## src/rtl/mvm_ctrl.sv

```systemverilog
// Read sequencer for the matrix-vector engine: walks vector/matrix memories row by row
// and emits a valid/first/last stream aligned with the dot-product data at the accumulator.
module mvm_ctrl #(
  parameter int unsigned VEC_ADDRW = 8,
  parameter int unsigned MAT_ADDRW = 9,
  parameter int unsigned PIPE_LAT  = 3
) (
  input  logic                 clk,
  input  logic                 rst,
  input  logic                 start,
  input  logic [VEC_ADDRW-1:0] vec_start_addr,
  input  logic [VEC_ADDRW:0]   vec_num_words,
  input  logic [MAT_ADDRW-1:0] mat_start_addr,
  input  logic [MAT_ADDRW:0]   mat_num_rows,
  output logic [VEC_ADDRW-1:0] vec_raddr,
  output logic [MAT_ADDRW-1:0] mat_raddr,
  output logic                 accum_ivalid,
  output logic                 accum_first,
  output logic                 accum_last,
  output logic                 busy
);

  localparam int unsigned VW1 = VEC_ADDRW + 1;
  localparam int unsigned MW1 = MAT_ADDRW + 1;
  localparam int unsigned CW  = (PIPE_LAT > 1) ? $clog2(PIPE_LAT) : 1;

  typedef enum logic [1:0] {IDLE, ISSUE, DRAIN} state_t;

  state_t               state;
  logic [VEC_ADDRW-1:0] vs_q;
  logic [VEC_ADDRW:0]   n_q;
  logic [MAT_ADDRW:0]   m_q;
  logic [VEC_ADDRW:0]   w_q;
  logic [MAT_ADDRW:0]   r_q;
  logic [CW-1:0]        drain_q;
  logic                 iss_v, iss_f, iss_l;
  logic [PIPE_LAT-1:0]  v_sr, f_sr, l_sr;

  logic [VEC_ADDRW:0]   n_last_c, w_inc_c;
  logic [MAT_ADDRW:0]   r_inc_c;
  logic                 w_last_c, r_last_c;

  assign n_last_c = n_q - VW1'(1);
  assign w_inc_c  = w_q + VW1'(1);
  assign r_inc_c  = r_q + MW1'(1);
  assign w_last_c = (w_q == n_last_c);
  assign r_last_c = (r_inc_c == m_q);

  // Control FSM with address/loop counters; issue flags describe the read on the address ports.
  always_ff @(posedge clk) begin
    if (rst) begin
      state     <= IDLE;
      vs_q      <= '0;
      n_q       <= '0;
      m_q       <= '0;
      w_q       <= '0;
      r_q       <= '0;
      drain_q   <= '0;
      iss_v     <= 1'b0;
      iss_f     <= 1'b0;
      iss_l     <= 1'b0;
      vec_raddr <= '0;
      mat_raddr <= '0;
      busy      <= 1'b0;
    end else begin
      unique case (state)
        IDLE: begin
          if (start) begin
            vs_q <= vec_start_addr;
            n_q  <= vec_num_words;
            m_q  <= mat_num_rows;
            w_q  <= '0;
            r_q  <= '0;
            busy <= 1'b1;
            if (vec_num_words == '0 || mat_num_rows == '0) begin
              state   <= DRAIN;
              drain_q <= '0;
            end else begin
              state     <= ISSUE;
              vec_raddr <= vec_start_addr;
              mat_raddr <= mat_start_addr;
              iss_v     <= 1'b1;
              iss_f     <= 1'b1;
              iss_l     <= (vec_num_words == VW1'(1));
            end
          end
        end
        ISSUE: begin
          if (w_last_c && r_last_c) begin
            state   <= DRAIN;
            drain_q <= CW'(PIPE_LAT - 1);
            iss_v   <= 1'b0;
            iss_f   <= 1'b0;
            iss_l   <= 1'b0;
          end else begin
            mat_raddr <= mat_raddr + MAT_ADDRW'(1);
            if (w_last_c) begin
              w_q       <= '0;
              r_q       <= r_inc_c;
              vec_raddr <= vs_q;
              iss_f     <= 1'b1;
              iss_l     <= (n_q == VW1'(1));
            end else begin
              w_q       <= w_inc_c;
              vec_raddr <= vec_raddr + VEC_ADDRW'(1);
              iss_f     <= 1'b0;
              iss_l     <= (w_inc_c == n_last_c);
            end
          end
        end
        DRAIN: begin
          if (drain_q == '0) begin
            state <= IDLE;
            busy  <= 1'b0;
          end else begin
            drain_q <= drain_q - CW'(1);
          end
        end
        default: state <= IDLE;
      endcase
    end
  end

  // Delay line matching the memory + dot-product latency; flags gated by valid on entry.
  always_ff @(posedge clk) begin
    if (rst) begin
      v_sr <= '0;
      f_sr <= '0;
      l_sr <= '0;
    end else begin
      v_sr[0] <= iss_v;
      f_sr[0] <= iss_f & iss_v;
      l_sr[0] <= iss_l & iss_v;
      for (int i = 1; i < int'(PIPE_LAT); i++) begin
        v_sr[i] <= v_sr[i-1];
        f_sr[i] <= f_sr[i-1];
        l_sr[i] <= l_sr[i-1];
      end
    end
  end

  assign accum_ivalid = v_sr[PIPE_LAT-1];
  assign accum_first  = f_sr[PIPE_LAT-1];
  assign accum_last   = l_sr[PIPE_LAT-1];

endmodule

```

## config.mk

```make
export PLATFORM = sky130hd
export DESIGN_NAME = mvm_ctrl
export DESIGN_NICKNAME = d
export VERILOG_FILES = /design/src/rtl/mvm_ctrl.sv
export SDC_FILE = /design/constraint.sdc
export NUM_CORES = 1
export LEC_CHECK = 0
export ABC_CLOCK_PERIOD_IN_PS = 5900
export CORE_MARGIN = 2
export CORE_UTILIZATION = 44
export DETAILED_ROUTE_END_ITERATION = 10
export GPL_TIMING_DRIVEN = 0
export PLACE_DENSITY_LB_ADDON = 0.2
export REMOVE_ABC_BUFFERS = 1
export SETUP_SLACK_MARGIN = 0.15
export SLEW_MARGIN = 20
export SYNTH_ARGS = -nofsm -noshare
export SYNTH_HDL_FRONTEND = slang
export SYNTH_SLANG_ARGS = --single-unit
```

## constraint.sdc

```tcl
create_clock -name clk -period 5.9 [get_ports clk]
set_clock_uncertainty 0.1 [all_clocks]
set_input_delay 1.18 -clock clk [delete_from_list [all_inputs] [get_ports clk]]
set_output_delay 1.18 -clock clk [all_outputs]
set_load 0.005 [all_outputs]
```

# Word-level counts from Yosys, hierarchy flattened
# Cells that the tools add are included.
# Widths: inputs -> output; s select.
# word_totals
regBits,80
in_bits,39
out_inout_bits,21
word_cells,98
# classes
n_addsub,6
n_eq_ne,15
mux,41
n_bitwise,2
n_reduce_logical,18
# ops
operator,count
$mux 9,6
$pmux 9 s2,2
$mux 8,4
$mux 10,3
$pmux 10 s2,1
$add 9x1->9 const B,2
$eq 9x1->1 const B,2
$eq 9x9->1,2
$ne 2x2->1 const B,8
$pmux 8 s2,1
$mux 2,7
$pmux 2 s3,2
$reduce_and 3->1,4
$reduce_and 4->1,3
$mux 1,11
$add 10x1->10 const B,1
$eq 10x10->1,1
$logic_not 10->1,1
$logic_not 9->1,1
$sub 9x1->9 const B,1
$add 8x1->8 const B,1
$pmux 1 s2,4
$reduce_and 5->1,1
$logic_not 2->1,2
9 further kinds,11

# Longest topological paths before layout
# logic_depth
ltp_word,5
depth_mapped,13
ltp_nobuf,10

# Least setup slack after synthesis
# OpenSTA, ideal clock, no wires.
# synth_timing
path_type,input to register
from,input vec_num_words[8]
to,register drain_q[0]
setup_time_ps,70
arrival_ps,2856
t_required_ps,5730
path_slack_ps,2873
stages,7
path_buffers,0
path_cell_list,nor4_1 > nand2_1 > o21ai_0 > nand2_1 > a221o_1 > or4_1 > a21oi_1
# synth_via
elab_chain_len,4
# synth_lines
element,line,source
start: declaration,12,"input logic [VEC_ADDRW:0] vec_num_words,"
$logic_not 9->1,75,if (vec_num_words == '0 || mat_num_rows == '0) begin
$logic_or 1x1->1,75,
$ne 2x2->1 (no source line),--,
$reduce_and 5->1 (no source line),--,
end signal: assignment,91,drain_q <= CW'(PIPE_LAT - 1);
end signal: assignment,116,drain_q <= drain_q - CW'(1);
end: declaration,35,logic [CW-1:0] drain_q;
# Every way passes these cells.
# A chain may end at the register's enable or synchronous reset.

# Final worst setup path
# layout_timing
from,input start
to,register w_q[5]
# layout_via
elab_chain_len,2
# layout_lines
element,line,source
start: declaration,10,"input logic start,"
$ne 2x2->1 (no source line),--,
$reduce_and 3->1 (no source line),--,
end signal: assignment,104,w_q <= w_inc_c;
end: declaration,33,logic [VEC_ADDRW:0] w_q;
# Every way passes these cells.

==> impl_metrics.json <==
{
  "synthFlopType": "dfxtp_1",
  "min_path_type": "flip-flop to flip-flop",
  "area_growth_syn_to_layout_pct": 18.44,
  "drtPass1Iterations": 5,
  "nFillCells": 979,
  "place_inst": 748,
  "post-route-period-util": 0.6641,
  "layout.nets": 673,
  "whs_ns": 0.3456,
  "layout_common_cells": "nand2_1, dfxtp_1, a21oi_1",
  "cts_hold_buf": 0,
  "postSynthAreaPerCell_um2": 7.824,
  "grt_max_degree": 41,
  "io_pins": 60,
  "hold_path_startpoint": "f_sr[1]$_SDFF_PP0_",
  "synth_area_mm2": 0.004608,
  "row_count": 37,
  "cp_cell_sequence": "clkdlybuf4s50_1 -> and2_2 -> a21oi_1 -> nor2_1 -> nand2_1 -> nor3_1 -> a221o_1",
  "rrSetupSlack_ns": 2.05,
  "critical_path.max_stage_delay_ns": 0.77,
  "first_iter_violations": 239,
  "tightest_slew_ns": 1.090,
  "start_util": 0.4504,
  "maxCapViolCount": 0,
  "combPwrFrac": 0.406,
  "gp_congestion": 0.8893,
  "cts_resized": 0,
  "cellInternalPower_mw": 1.201,
  "cts_tree": "yes",
  "ir_drop_v": 0.0001718,
  "ant_nets": 0,
  "clkLatencyLatePin_ns": 0.36,
  "die_w_um": 106.3,
  "leakagePower_nw": 1.986,
  "p_seq_frac": 0.373,
  "antenna_found_initial": 0,
  "async_flop_share": 0,
  "maxSlewViolCount": 0,
  "ys_seq_area_frac": 0.3475,
  "setup_viol": 0,
  "mostFrequentLayoutCell": "nand2_1",
  "slew_headroom": 0.2715,
  "grt_pass1_vias": 4173,
  "postCtsSetupBuffers": 0,
  "power_density_mw_per_mm2": 361.0,
  "vias_per_cell": 5.753,
  "cts-root-buf": "clkbuf_8",
  "drt-total-wl_um": 11700,
  "core_area_mm2": 0.01023,
  "rsz0062_at_grt": "no",
  "drcViolationCount": 0,
  "cts.sinks": 80,
  "pwr-share-clk": 0.221,
  "diodes": 0,
  "ys_warn_count": 0,
  "crit_path_top_delay_cell": "nor2_1",
  "finish.utilization": 0.5334,
  "die_area_mm2": 0.01131,
  "fin_cells": 764,
  "gr-total-overflow": 0,
  "cp_data_arrival_time_ns": 4.12,
  "endpoint_kind": "flip-flop",
  "port_buffers": 59,
  "hold_depth": 1,
  "die_h_um": 106.3,
  "grt_pass1_wl_um": 19250,
  "path_clk_slew_ns": 0.09,
  "min_to": "f_sr[2]$_SDFF_PP0_",
  "drive_gt1_frac": 0.06210,
  "power.switching_uw": 769.4,
  "sw_frac_of_total": 0.3905,
  "r2r-start": "n_q[0]$_SDFFE_PP0P_",
  "cts_buffer_depth": 2,
  "criticalPathCategory": "input pin to flip-flop",
  "hold_viol_final": 0,
  "track_usage": 0.2076,
  "worstRegToRegCells": 10,
  "p_total_mw": 1.970,
  "yosys_register_bits": 80,
  "synth_edf_count": 0,
  "cts_max_level": 3,
  "status": "complete, no violations",
  "post_drt_wl_per_cell_um": 15.31,
  "cp.required_ns": 6.10,
  "place_area_mm2": 0.005241,
  "startpoint_type": "input pin",
  "fin_crit_ns": 3.918,
  "r2r-end": "mat_raddr[2]$_SDFFE_PP0P_",
  "cp_max_fo": 28,
  "fmax_ghz": 0.2552,
  "cts_made_buffers": 9,
  "num_vias": 4395,
  "synth_cells": 589,
  "dp_hpwl_um": 8221,
  "fin_area_mm2": 0.005458,
  "ys_types": 62
}
==> layout make-up <==
cell class / count / area [um^2] / area share
multi-input cells: 453 / 2786 / 0.5105
flip-flops and latches: 80 / 1602 / 0.2934
repair buffers: 61 / 616.8 / 0.1130
well taps: 136 / 170.2 / 0.03118
clock buffers: 11 / 151.4 / 0.02774
inverters: 18 / 67.56 / 0.01238
clock inverters: 5 / 63.81 / 0.01169
==> stage by stage <==
step | worst slack (ns) | TNS, ns
after floorplan | 2.365 | 0
after global placement | -0.02186 | -0.03187
after detailed placement | 1.224 | 0
after CTS | 1.619 | 0
after global routing | 1.588 | 0
final | 1.982 | 0
==> routing by layer <==
metal / wire length [um] / vias to the layer above / track usage
li1: - / 2188 / -
met1: 5386 / 2099 / 0.2659
met2: 5679 / 92 / 0.3535
met3: 441 / 16 / 0.03004
met4: 190 / 0 / 0.07613
met5: 0 / - / 0
==> worst max-delay path, delay by kind of cell <==
| family | cells | cell delay (ns) |
|---|---|---|
| compound gates | 2 | 0.47 |
| simple gates | 4 | 1.90 |
| buf+inv | 1 | 0.56 |
==> worst max path at each step <==
stage,start,endpoint,slack (ns),cells past startpoint
after detailed placement,start,mat_raddr[1]$_SDFFE_PP0P_,1.22,8
after floorplan,n_q[0]$_SDFFE_PP0P_,r_q[0]$_SDFFE_PP0P_,2.36,9
after CTS,start,mat_raddr[1]$_SDFFE_PP0P_,1.62,8
after global routing,n_q[0]$_SDFFE_PP0P_,mat_raddr[0]$_SDFFE_PP0P_,1.59,10
final,start,w_q[5]$_SDFFE_PP0P_,1.98,7
after global placement,rst,w_q[5]$_SDFFE_PP0P_,-0.02,7
==> synth_stat cells (all sizes together), types with 3 or more instances <==
cell type  count  area, um^2
nand4         10       62.56
or4            3       22.52
o211ai         4       30.03
o41ai          3       26.28
ha            11       137.6
o32ai          6       52.55
nand2b         3       18.77
xnor2         27       236.5
a311oi         3       26.28
dfxtp         80        1602
o21a           3       22.52
buf           15       91.34
mux2           5       60.05
nand2         92       345.3
a21oi         60       304.0
inv           18       67.56
or2            4       25.02
nand3b         3       22.52
a211oi        10       80.07
a211o          4       35.03
clkbuf        23       86.33
xor2          11       96.34
nor2b         11       68.82
and3          19       123.9
or3            5       31.28
nor2          27       101.4
nand4b         4       35.03
o21ai         33       165.2
a31oi          6       52.55
nor3          19       106.4
nand3         24       120.1
mux2i          4       40.04
and2           5       31.28
nor4           6       37.54
==> flip-flops by register name, indices dropped and copies added, names as in the netlist <==
signal     cells
busy           1
drain_q        2
f_sr           3
iss_f          1
iss_l          1
iss_v          1
l_sr           3
m_q           10
mat_raddr      9
n_q            9
r_q           10
state          2
v_sr           3
vec_raddr      8
vs_q           8
w_q            9
==> power groups by stage <==
stage	combinational [mW]	sequential [mW]	clock (mW)
final	0.800	0.736	0.435
after global routing	0.885	0.752	0.473
after CTS	0.801	0.736	0.451
after detailed placement	0.797	0.748	0
after global placement	0.773	0.744	0
after floorplan	0.521	0.727	0
==> cell families after synthesis <==
logic type | Yosys count | synth area share
adders and majority gates | 11 | 0.02987
muxes | 9 | 0.02172
AOI/OAI and AO/OA | 155 | 0.2161
buffers and inverters | 56 | 0.05322
xor gates and xnor gates | 38 | 0.07222
DFF | 80 | 0.3475
and+or+nand+nor | 240 | 0.2593
No activity file was read; power rests on OpenSTA's default activity.
